### src/rtl/outport_alloc.sv
// Wormhole output-port allocator: round-robin grant held for a whole frame,
// with a stall watchdog that drains a stuck frame and reports it.
module outport_alloc #(
    parameter int N   = 4,
    parameter int SW  = 2,
    parameter int TMO = 64,
    parameter int CW  = 7
) (
    input  logic          clk,
    input  logic          rst_n,
    input  logic [N-1:0]  req,
    input  logic [N-1:0]  vld,
    input  logic [N-1:0]  eof,
    output logic [N-1:0]  ack,
    output logic [N-1:0]  gnt,
    output logic [SW-1:0] sel,
    output logic          o_vld,
    output logic          o_eof,
    input  logic          o_rdy,
    output logic          tmo_err
);

    typedef enum logic [1:0] {
        IDLE  = 2'd0,
        LOCK  = 2'd1,
        FLUSH = 2'd2
    } state_t;

    localparam logic [CW-1:0] TMO_LAST = CW'((TMO > 0) ? TMO - 1 : 0);

    state_t        state_q, state_d;
    logic [N-1:0]  gnt_q, gnt_d;
    logic [SW-1:0] sel_q, sel_d;
    logic [SW-1:0] ptr_q, ptr_d;
    logic [CW-1:0] cnt_q, cnt_d;
    logic          tmo_err_q, tmo_err_d;

    logic [SW-1:0] winner;
    logic          found;
    logic          req_sel, vld_sel, eof_sel;
    logic          xfer;
    logic          rel_frame;

    function automatic logic [SW-1:0] wrap_add(input logic [SW-1:0] a, input int b);
        int s;
        s = int'(a) + b;
        if (s >= N) s = s - N;
        return SW'(s);
    endfunction

    assign req_sel = req[sel_q];
    assign vld_sel = vld[sel_q];
    assign eof_sel = eof[sel_q];
    assign xfer    = (state_q == LOCK) && vld_sel && o_rdy;

    assign o_vld   = (state_q == LOCK) && vld_sel;
    assign o_eof   = o_vld && eof_sel;
    assign gnt     = gnt_q;
    assign sel     = sel_q;
    assign tmo_err = tmo_err_q;

    // Only the selected input is ever acked; FLUSH drains it without the link.
    genvar gi;
    generate
        for (gi = 0; gi < N; gi++) begin : g_ack
            assign ack[gi] = (sel_q == SW'(gi)) && vld[gi] &&
                             (((state_q == LOCK) && o_rdy) || (state_q == FLUSH));
        end
    endgenerate

    // Round-robin search starting at the pointer.
    always_comb begin
        winner = '0;
        found  = 1'b0;
        for (int k = 0; k < N; k++) begin
            if (!found && req[wrap_add(ptr_q, k)]) begin
                found  = 1'b1;
                winner = wrap_add(ptr_q, k);
            end
        end
    end

    always_comb begin
        state_d   = state_q;
        gnt_d     = gnt_q;
        sel_d     = sel_q;
        ptr_d     = ptr_q;
        cnt_d     = cnt_q;
        tmo_err_d = 1'b0;
        rel_frame = 1'b0;
        case (state_q)
            IDLE: begin
                if (found) begin
                    gnt_d         = '0;
                    gnt_d[winner] = 1'b1;
                    sel_d         = winner;
                    cnt_d         = '0;
                    state_d       = LOCK;
                end
            end
            LOCK: begin
                // Abort is checked before the watchdog so a dropped request never flushes.
                if ((xfer && eof_sel) || !req_sel) begin
                    rel_frame = 1'b1;
                end else if (xfer) begin
                    cnt_d = '0;
                end else if ((TMO != 0) && (cnt_q == TMO_LAST)) begin
                    state_d   = FLUSH;
                    tmo_err_d = 1'b1;
                end else if (cnt_q != '1) begin
                    cnt_d = cnt_q + CW'(1);
                end
            end
            FLUSH: begin
                if ((vld_sel && eof_sel) || !req_sel) rel_frame = 1'b1;
            end
            default: state_d = IDLE;
        endcase
        if (rel_frame) begin
            gnt_d   = '0;
            ptr_d   = wrap_add(sel_q, 1);
            state_d = IDLE;
        end
    end

    always_ff @(posedge clk or negedge rst_n) begin
        if (!rst_n) begin
            state_q   <= IDLE;
            gnt_q     <= '0;
            sel_q     <= '0;
            ptr_q     <= '0;
            cnt_q     <= '0;
            tmo_err_q <= 1'b0;
        end else begin
            state_q   <= state_d;
            gnt_q     <= gnt_d;
            sel_q     <= sel_d;
            ptr_q     <= ptr_d;
            cnt_q     <= cnt_d;
            tmo_err_q <= tmo_err_d;
        end
    end

endmodule
### config.mk
export PLATFORM = sky130hd
export DESIGN_NAME = outport_alloc
export DESIGN_NICKNAME = d
export VERILOG_FILES = /design/src/rtl/outport_alloc.sv
export SDC_FILE = /design/constraint.sdc
export NUM_CORES = 1
export LEC_CHECK = 0
export BUFFER_PORTS_ARGS = -buffer_cell sky130_fd_sc_hd__buf_2
export CORE_ASPECT_RATIO = 1.25
export CORE_UTILIZATION = 52
export CTS_BUF_LIST = sky130_fd_sc_hd__clkbuf_8
export DETAILED_ROUTE_END_ITERATION = 10
export PLACE_DENSITY_LB_ADDON = 0.12
export SYNTH_ARGS = -nofsm -noshare
export SYNTH_HDL_FRONTEND = slang
export SYNTH_SLANG_ARGS = --single-unit
### constraint.sdc
create_clock -name clk -period 2.5 [get_ports clk]
set_clock_uncertainty 0.15 [all_clocks]
set_input_delay 0.5 -clock clk [delete_from_list [all_inputs] [get_ports clk]]
set_output_delay 0.5 -clock clk [all_outputs]
set_load 0.02 [all_outputs]
==> reports/metrics.yaml, run 1 <==
multi_input_area_um2: 712
cts_tree: "yes"
drc_errors: 0
final_nets: 182
grt_util_met3_pct: 3.25
maxCapViolations: 0
fin_crit_sh_pct: 96.2
peakVddDrop_mv: 0.578
post-cts-setup-buffer-count: 0
power_frac_clock_pct: 14.9
coreArea_mm2: 0.00221
grt_use_met2_pct: 37.5
syn_area_per_cell_um2: 9.78
h-tree-depth: 1
die_h_um: 56.2
worst_pin_slew_ps: 452
vias: 1059
rows: 19
finalMaxSlewViolations: 0
worstSetupStartpoint: "sel[0]"
place.gp.congestion: 0.835
grt_pass1_wl_um: 4200
post_cts_resized: 0
cts_buffers: 3
crit_path_end_kind: "primary output"
status: "complete, no violations"
max-slew-margin-rel_pct: 69.6
grt_util_all_layers_pct: 21.8
clkTransAtPathRegs_ps: 70
power_density_mw_per_mm2: 1070
timing.rr.start: "sel[0]"
io_buffers: 27
fillers: 186
drt-total-wl_um: 2470
ant_nets: 0
grt_pass1_vias: 977
cts_hold_buf: 0
finalSetupViolCount: 0
avgViaCountPerCell: 5.60
grtUsageMet1_pct: 28.3
rsz0062_at_grt: "no"
top_usage_layer: "met2"
path_class: "reg2out"
clock.fmax_mhz: 416
final_common_cell: "buf_2"
first_iter_violations: 28
ys_types: 42
p_sw_share_pct: 41.3
clock_tree.root_cell: "clkbuf_8"
place_hpwl_um: 1960
leakage_nw: 0.746
grt_max_degree: 19
fp.dieArea_mm2: 0.00255
hp-class: "in2async"
insertedDiodeCount: 0
critPathArrivalTime_ps: 1760
synth-seq-cells: 18
syn-instance-count: 125
ff_latch_area_um2: 450
total_power_mw: 1.57
power.switching_uw: 649
reg2reg_setup_slack_ps: 190
r2r-end: "state_q[0]"
yosys_warnings: 0
min_period_ps: 2410
ioPinCount: 28
seq_area_frac_synth_pct: 36.8
finalHoldViolCount: 0
drt_pre_antenna_iters: 4
clock_path_buffers: 2
syn_to_final_growth_pct: 20.0
clock-sinks: 18
drive_gt1_share_pct: 30.4
pwr-share-comb_pct: 55.1
critPathMaxFanout: 8
final_cell_mix: "buf_2, dfrtp_1, inv_1, nand2_1, a21oi_1"
antenna_found_initial: 0
worst-r2r-cell-count: 6
cp.required_ps: 1850
pwr-share-seq_pct: 29.9
clock_latency_ps: 250
critPathLaunchType: "flop"
syn_nets: 148
grt_overflow_total: 0
tns_ps: 0
mappedNetlistArea_mm2: 0.00122
die_x_um: 45.4
p_int_uw: 921
initial_core_util_pct: 55.3
drt-wirelength-per-cell_um: 13.1
sequential cells by signal, indices dropped and copies added (netlist names):
signal and cells:
tmo_err 1, cnt_q 7, sel 2, gnt 4, state_q 2, ptr_q 2
critical path, cell delays in order (launching register included):
cell and delay, ps:
dfrtp_1 540, mux4_2 590, and3_2 220, buf_2 150
metrics by stage:
step | setup WS, ps | instance area, um2 | utilization, % | hold WS, ps | cells
final | 94.7 | 1470 | 66.3 | 15.2 | 189
after global routing | 1.48 | 1470 | 66.3 | 37.7 | 189
after CTS | 77.4 | 1470 | 66.3 | 27.0 | 189
after detailed placement | 194 | 1410 | 63.8 | 302 | 185
after global placement | 237 | 1410 | 63.8 | 301 | 185
after floorplan | 213 | 1220 | - | 54.4 | 125
power by group through the flow:
stage | Clock [mW] | Combinational [mW] | Sequential, mW
6_report | 0.235 | 0.866 | 0.470
3_3_place_gp | 0 | 0.846 | 0.468
3_5_place_dp | 0 | 0.872 | 0.476
2_1_floorplan | 0 | 0.615 | 0.493
4_1_cts | 0.242 | 0.873 | 0.471
5_1_grt | 0.258 | 0.955 | 0.482
worst max path at each step:
stage                 end  cells past startpoint
5_1_grt          cnt_q[3]                      6
4_1_cts             o_eof                      3
3_5_place_dp   state_q[0]                      5
2_1_floorplan    ptr_q[1]                      4
3_3_place_gp   state_q[0]                      5
6_report            o_eof                      3
synth_stat cells:
cell       count  share of area, %
a21o_1         1              0.61
a21oi_1        9               3.7
a221oi_1       2               1.4
a221oi_2       1               1.2
a22o_1         1              0.72
a2bb2oi_1      3               2.1
a31oi_1        3               1.5
and2_1         2               1.0
and2_4         1              0.72
and2b_1        1              0.61
and3_1         6               3.1
and3_2         2               1.2
buf_6          1              0.92
clkbuf_1       1              0.31
dfrtp_1       18                37
ha_1           8               8.2
inv_1         12               3.7
mux2_2         2               1.8
mux2_4         1               1.2
mux2i_1        3               2.5
mux4_1         1               2.1
mux4_2         2               3.7
nand2_1       10               3.1
nand2b_1       2               1.0
nand3_1        1              0.41
nand3b_1       1              0.61
nor2_1         4               1.2
nor2b_1        1              0.51
nor3_1         1              0.41
nor4_1         2               1.0
o2111ai_1      1              0.72
o21a_1         2               1.2
o21ai_0        7               2.9
o221ai_1       1              0.72
o22a_1         1              0.72
o22ai_1        3               1.5
o2bb2ai_1      1              0.72
o41ai_1        1              0.72
or2_2          1              0.51
or2b_2         1              0.72
or3_1          1              0.51
or3b_2         2               1.4
final cells by class:
cell class / instances / share of cell area, %
Sequential cell: 18 / 30.7
Multi-Input combinational cell: 93 / 48.5
Tap cell: 31 / 2.65
Timing Repair Buffer: 31 / 11.3
Inverter: 12 / 3.07
Clock buffer: 4 / 3.75
layer usage:
metal	up-vias	wire [um]
li1	527	-
met1	517	1090
met2	15	1330
met3	0	53
met4	0	0
met5	-	0
cells by family (layout without fill, tap and decap cells):
kind of cell	Yosys count	in the layout	share of synthesized area, %
flip-flops	18	18	36.8
AND/OR/NAND/NOR	39	39	18.1
AO/OA/AOI/OAI	37	37	20.6
multiplexers	9	9	11.4
buffers and inverters	14	47	4.91
adder cells (fa/ha/maj)	8	8	8.19
Power figures use the tool's default switching activity.
==> inputs of run 2 (changes only) <==
- CORE_ASPECT_RATIO: 1.25 -> default
==> run 2 against run 1 <==
Against the previous run: largest power group unchanged; via count up 2.3%; die area about the same; critical path type unchanged; highest routed layer is now met4; maximum frequency is 1.4% higher.
==> reports/metrics.yaml, run 2 (same netlist as run 1, synthesis figures left out) <==
ant_nets: 0  # unchanged
worst_slack_ps: 128  # was 94.7 ps
place_hpwl_um: 1940  # was 1960 um
finalSetupViolCount: 0  # unchanged
drt_pre_antenna_iters: 4  # unchanged
clock-sinks: 18  # unchanged
insertedDiodeCount: 0  # unchanged
cp.required_ps: 1850  # about the same
tns_ps: 0  # unchanged
io_buffers: 27  # unchanged
leakage_nw: 0.744  # was 0.746 nW
critPathLaunchType: "flop"  # unchanged
drt-wirelength-per-cell_um: 14.0  # was 13.1 um
syn_to_final_growth_pct: 19.8  # was 20.0%
antenna_found_initial: 0  # unchanged
first_iter_violations: 39  # was 28
clkTransAtPathRegs_ps: 80  # was 70 ps
crit_path_end_kind: "primary output"  # unchanged
die_h_um: 50.5  # was 56.2 um
grt_overflow_total: 0  # unchanged
fin_crit_sh_pct: 94.9  # was 96.2%
grt_util_all_layers_pct: 22.5  # was 21.8%
min_period_ps: 2370  # was 2410 ps
cts_buffers: 3  # unchanged
max_flop_register: "cnt_q"  # unchanged
worstSetupStartpoint: "sel[0]"  # unchanged
ioPinCount: 28  # unchanged
h-tree-depth: 1  # unchanged
peakVddDrop_mv: 0.745  # was 0.578 mV
clock_path_buffers: 2  # unchanged
clock_latency_ps: 250  # about the same
initial_core_util_pct: 55.3  # about the same
avgViaCountPerCell: 5.82  # was 5.60
critPathArrivalTime_ps: 1720  # was 1760 ps
grt_pass1_vias: 1004  # was 977
fp.dieArea_mm2: 0.00255  # about the same
clock.fmax_mhz: 422  # was 416 MHz
cts_tree: "yes"  # unchanged
rsz0062_at_grt: "no"  # unchanged
drc_errors: 0  # unchanged
clock_tree.root_cell: "clkbuf_8"  # unchanged
drt-total-wl_um: 2600  # was 2470 um
coreArea_mm2: 0.00221  # about the same
worst_pin_slew_ps: 466  # was 452 ps
max-slew-margin-rel_pct: 68.7  # was 69.6%
maxCapViolations: 0  # unchanged
vias: 1083  # was 1059
grt_max_degree: 19  # unchanged
final_common_cell: "buf_2"  # unchanged
hp-class: "in2async"  # unchanged
drive_gt1_share_pct: 31.0  # was 30.4%
finalMaxSlewViolations: 0  # unchanged
die_x_um: 50.5  # was 45.4 um
path_class: "reg2out"  # unchanged
rows: 17  # was 19
status: "complete, no violations"  # unchanged
largest_register_ffs: 7  # unchanged
critPathMaxFanout: 11  # was 8
place.gp.congestion: 0.775  # was 0.835
final_cell_mix: "buf_2, dfrtp_1, inv_1, nand2_1, a21oi_1"  # unchanged
finalHoldViolCount: 0  # unchanged
power_density_mw_per_mm2: 1080  # was 1070 mW/mm2
timing.rr.start: "state_q[1]"  # was sel[0]
grt_pass1_wl_um: 4400  # was 4200 um
final_nets: 182  # unchanged
dp_slack_ps: 165  # was 194 ps
[run 2: changes by cell type in the layout (fill, tap and decap cells not counted)]
cell	previous run	this run
dfrtp_1	18	17
dfrtp_2	0	1
[run 2: final cells by class]
cell class	count	area, um2
fillers	192	748
multi-input cells	93	712
flip-flops and latches	18	452
repair buffers	31	165
clock buffers	4	55.1
inverters	12	45.0
well taps	28	35.0
[run 2: worst paths after layout]
| kind | endpoint | slack (ps) | depth (start not counted) |
|---|---|---|---|
| setup / recovery | o_eof | 130 | 3 |
| hold / removal | state_q[1] | 9 | 1 |
| setup reg to reg | state_q[0] | 250 | 7 |
| hold reg to reg | tmo_err | 340 | 1 |
| max in group asynchronous | sel[0] | 1880 | 1 |
| min in group clk | tmo_err | 340 | 1 |
[run 2: worst max-delay path: stages, from the launching register on]
cell	delay, ps
dfrtp_2	520
mux4_2	570
and3_2	230
buf_2	150
[run 2: metal layers]
metal  GRT usage (%)  share of wire (%)
met5               0                  0
met4            6.02               0.35
met3            2.73                2.8
met2            38.9                 50
met1            29.7                 47
[run 2: metrics by stage]
stage               std cells  utilization (%)  power (mW)  instance area (um2)  hold WS (ps)
finish                    186             66.2        1.58                 1460          9.15
global route              186             66.2        1.69                 1460          42.7
CTS                       186             66.1        1.57                 1460          29.8
detailed placement        182             63.6        1.33                 1410           307
global placement          182             63.6        1.30                 1410           298
floorplan                 125                -        1.11                 1220          54.4
[run 2: repair_timing]
item,in CTS,in global routing
resized for setup,0,1
endpoints found under the setup margin,0,2
hold buffers,0,0
setup buffers,0,0
hold endpoints to repair,0,0
[run 2: where the power goes]
part           total (mW)  internal, mW  leakage [nW]  switching [mW]
clock               0.242         0.140        0.0288           0.102
sequential          0.482         0.378         0.234           0.104
combinational       0.854         0.395         0.481           0.459
==> inputs of run 3 (changes only) <==
- CTS_BUF_LIST: sky130_fd_sc_hd__clkbuf_8 -> default
==> run 3 against run 2 <==
Against the previous run: maximum frequency fell by 1.7%; sequential share of layout area is 0.19 points higher; register-to-register slack about the same; largest power group unchanged; power decreased by 4.1%; clock-buffer cell count is the same; largest cell class unchanged; hold slack better by 330 ps; combinational power hardly changed; core utilization fell by 0.40 points.
==> reports/metrics.yaml, run 3 (same netlist as run 1, synthesis figures left out) <==
worstSetupStartpoint: "sel[0]"  # unchanged
grt_util_all_layers_pct: 23.1  # was 22.5%
grt_max_degree: 19  # unchanged
rows: 17  # unchanged
max-slew-margin-rel_pct: 70.3  # was 68.7%
fin_crit_sh_pct: 96.5  # was 94.9%
insertedDiodeCount: 0  # unchanged
syn_to_final_growth_pct: 19.0  # was 19.8%
clock.fmax_mhz: 414  # was 422 MHz
final_common_cell: "buf_2"  # unchanged
finalSetupViolCount: 0  # unchanged
power_density_mw_per_mm2: 1040  # was 1080 mW/mm2
r2r-end: "state_q[0]"  # unchanged
clock_tree.root_cell: "clkbuf_4"  # was clkbuf_8
coreArea_mm2: 0.00221  # unchanged
worst_pin_slew_ps: 441  # was 466 ps
grt_use_met2_pct: 39.8  # was 38.9%
status: "complete, no violations"  # unchanged
ant_nets: 0  # unchanged
fin_util_pct: 65.8  # was 66.2%
clock-sinks: 18  # unchanged
grt_pass1_vias: 1017  # was 1004
ff_latch_area_um2: 452  # unchanged
grt_pass1_wl_um: 4430  # was 4400 um
maxCapViolations: 0  # unchanged
drc_errors: 0  # unchanged
die_x_um: 50.5  # unchanged
fp.dieArea_mm2: 0.00255  # unchanged
tns_ps: 0  # unchanged
final_nets: 183  # was 182
io_buffers: 27  # unchanged
post-cts-setup-buffer-count: 0  # unchanged
cts_buffers: 3  # unchanged
leakage_nw: 0.741  # was 0.744 nW
grtUsageMet1_pct: 29.4  # was 29.7%
largest_register_ffs: 7  # unchanged
finalMaxSlewViolations: 0  # unchanged
fin_area_mm2: 0.00146  # about the same
fillers: 196  # was 192
clock_path_buffers: 2  # unchanged
timing.rr.start: "state_q[1]"  # unchanged
peakVddDrop_mv: 0.804  # was 0.745 mV
numPlacedInstances: 182  # unchanged
cp.required_ps: 1850  # about the same
die_h_um: 50.5  # unchanged
antenna_found_initial: 0  # unchanged
crit_path_end_kind: "primary output"  # unchanged
grt_overflow_total: 0  # unchanged
place.gp.congestion: 0.775  # unchanged
max_flop_register: "cnt_q"  # unchanged
place_hpwl_um: 1940  # unchanged
cts_tree: "yes"  # unchanged
placed_cell_area_mm2: 0.00141  # unchanged
final_cell_mix: "buf_2, dfrtp_1, inv_1, nand2_1, a21oi_1"  # unchanged
min_period_ps: 2410  # was 2370 ps
endpoint: "o_eof"  # unchanged
finalHoldViolCount: 0  # unchanged
ioPinCount: 28  # unchanged
drive_gt1_share_pct: 30.8  # was 31.0%
final_cells: 187  # was 186
top_usage_layer: "met2"  # unchanged
h-tree-depth: 1  # unchanged
drt_pre_antenna_iters: 4  # unchanged
clkTransAtPathRegs_ps: 110  # was 80 ps
drt-wirelength-per-cell_um: 13.8  # was 14.0 um
rsz0062_at_grt: "no"  # unchanged
multi_input_area_um2: 712  # unchanged
critPathLaunchType: "flop"  # unchanged
vias: 1076  # was 1083
path_class: "reg2out"  # unchanged
avgViaCountPerCell: 5.75  # was 5.82
initial_core_util_pct: 55.3  # unchanged
critPathArrivalTime_ps: 1760  # was 1720 ps
worst-r2r-cell-count: 7  # unchanged
critPathMaxFanout: 11  # unchanged
hp-class: "reg2reg"  # was in2async
first_iter_violations: 28  # was 39
drt-total-wl_um: 2580  # was 2600 um
reg2reg_setup_slack_ps: 250  # about the same
grt_util_met3_pct: 2.73  # unchanged
clock_latency_ps: 290  # was 250 ps
-- run 3: cell types whose count changed in the layout (fill, tap and decap cells not counted), sizes merged --
cell         change
dlygate4sd3      +1
-- run 3: worst max-delay path, stage by stage (launching register included) --
cell,delay [ps]
dfrtp_2,530
mux4_2,560
and3_2,230
buf_2,150
-- run 3: cell type report --
type                       count  area share [%]
sequential                    18            31.0
tap                           28            2.41
timing repair buffer          32            12.0
inverter                      12            3.10
clock buffer                   4            2.49
multi-input combinational     93            48.9
-- run 3: through the flow --
| stage | power, mW | hold WS (ps) | worst slack (ps) |
|---|---|---|---|
| 6_report | 1.51 | 340 | 86.7 |
| 5_1_grt | 1.64 | 380 | 19.4 |
| 4_1_cts | 1.52 | 344 | 77.7 |
| 3_5_place_dp | 1.33 | 307 | 165 |
| 3_3_place_gp | 1.30 | 298 | 209 |
| 2_1_floorplan | 1.11 | 54.4 | 213 |
-- run 3: power by group --
part / switching [mW] / internal, mW
Clock: 0.0924 / 0.0887
Combinational: 0.457 / 0.396
Sequential: 0.101 / 0.378
-- run 3: layer usage --
metal	wire (um)	share of wire (%)	up-vias
li1	-	-	531
met1	1190	46	527
met2	1320	51	16
met3	48	1.9	2
met4	17	0.66	0
met5	0	0	-
-- run 3: how the worst min path moves through the flow --
| stage | startpoint | to | slack (ps) | cells after the start |
|---|---|---|---|---|
| final | cnt_q[6] | tmo_err | 340 | 1 |
| after global routing | cnt_q[6] | tmo_err | 380 | 1 |
| after CTS | cnt_q[6] | tmo_err | 340 | 1 |
| after detailed placement | rst_n | state_q[1] | 310 | 1 |
| after global placement | rst_n | state_q[0] | 300 | 1 |
| after floorplan | rst_n | cnt_q[0] | 50 | 0 |
-- run 3: repair_timing --
action	4_1_cts	5_1_grt
endpoints found under the hold margin	18	0
resized for setup	1	0
endpoints found under the setup margin	1	0
hold buffers	1	0
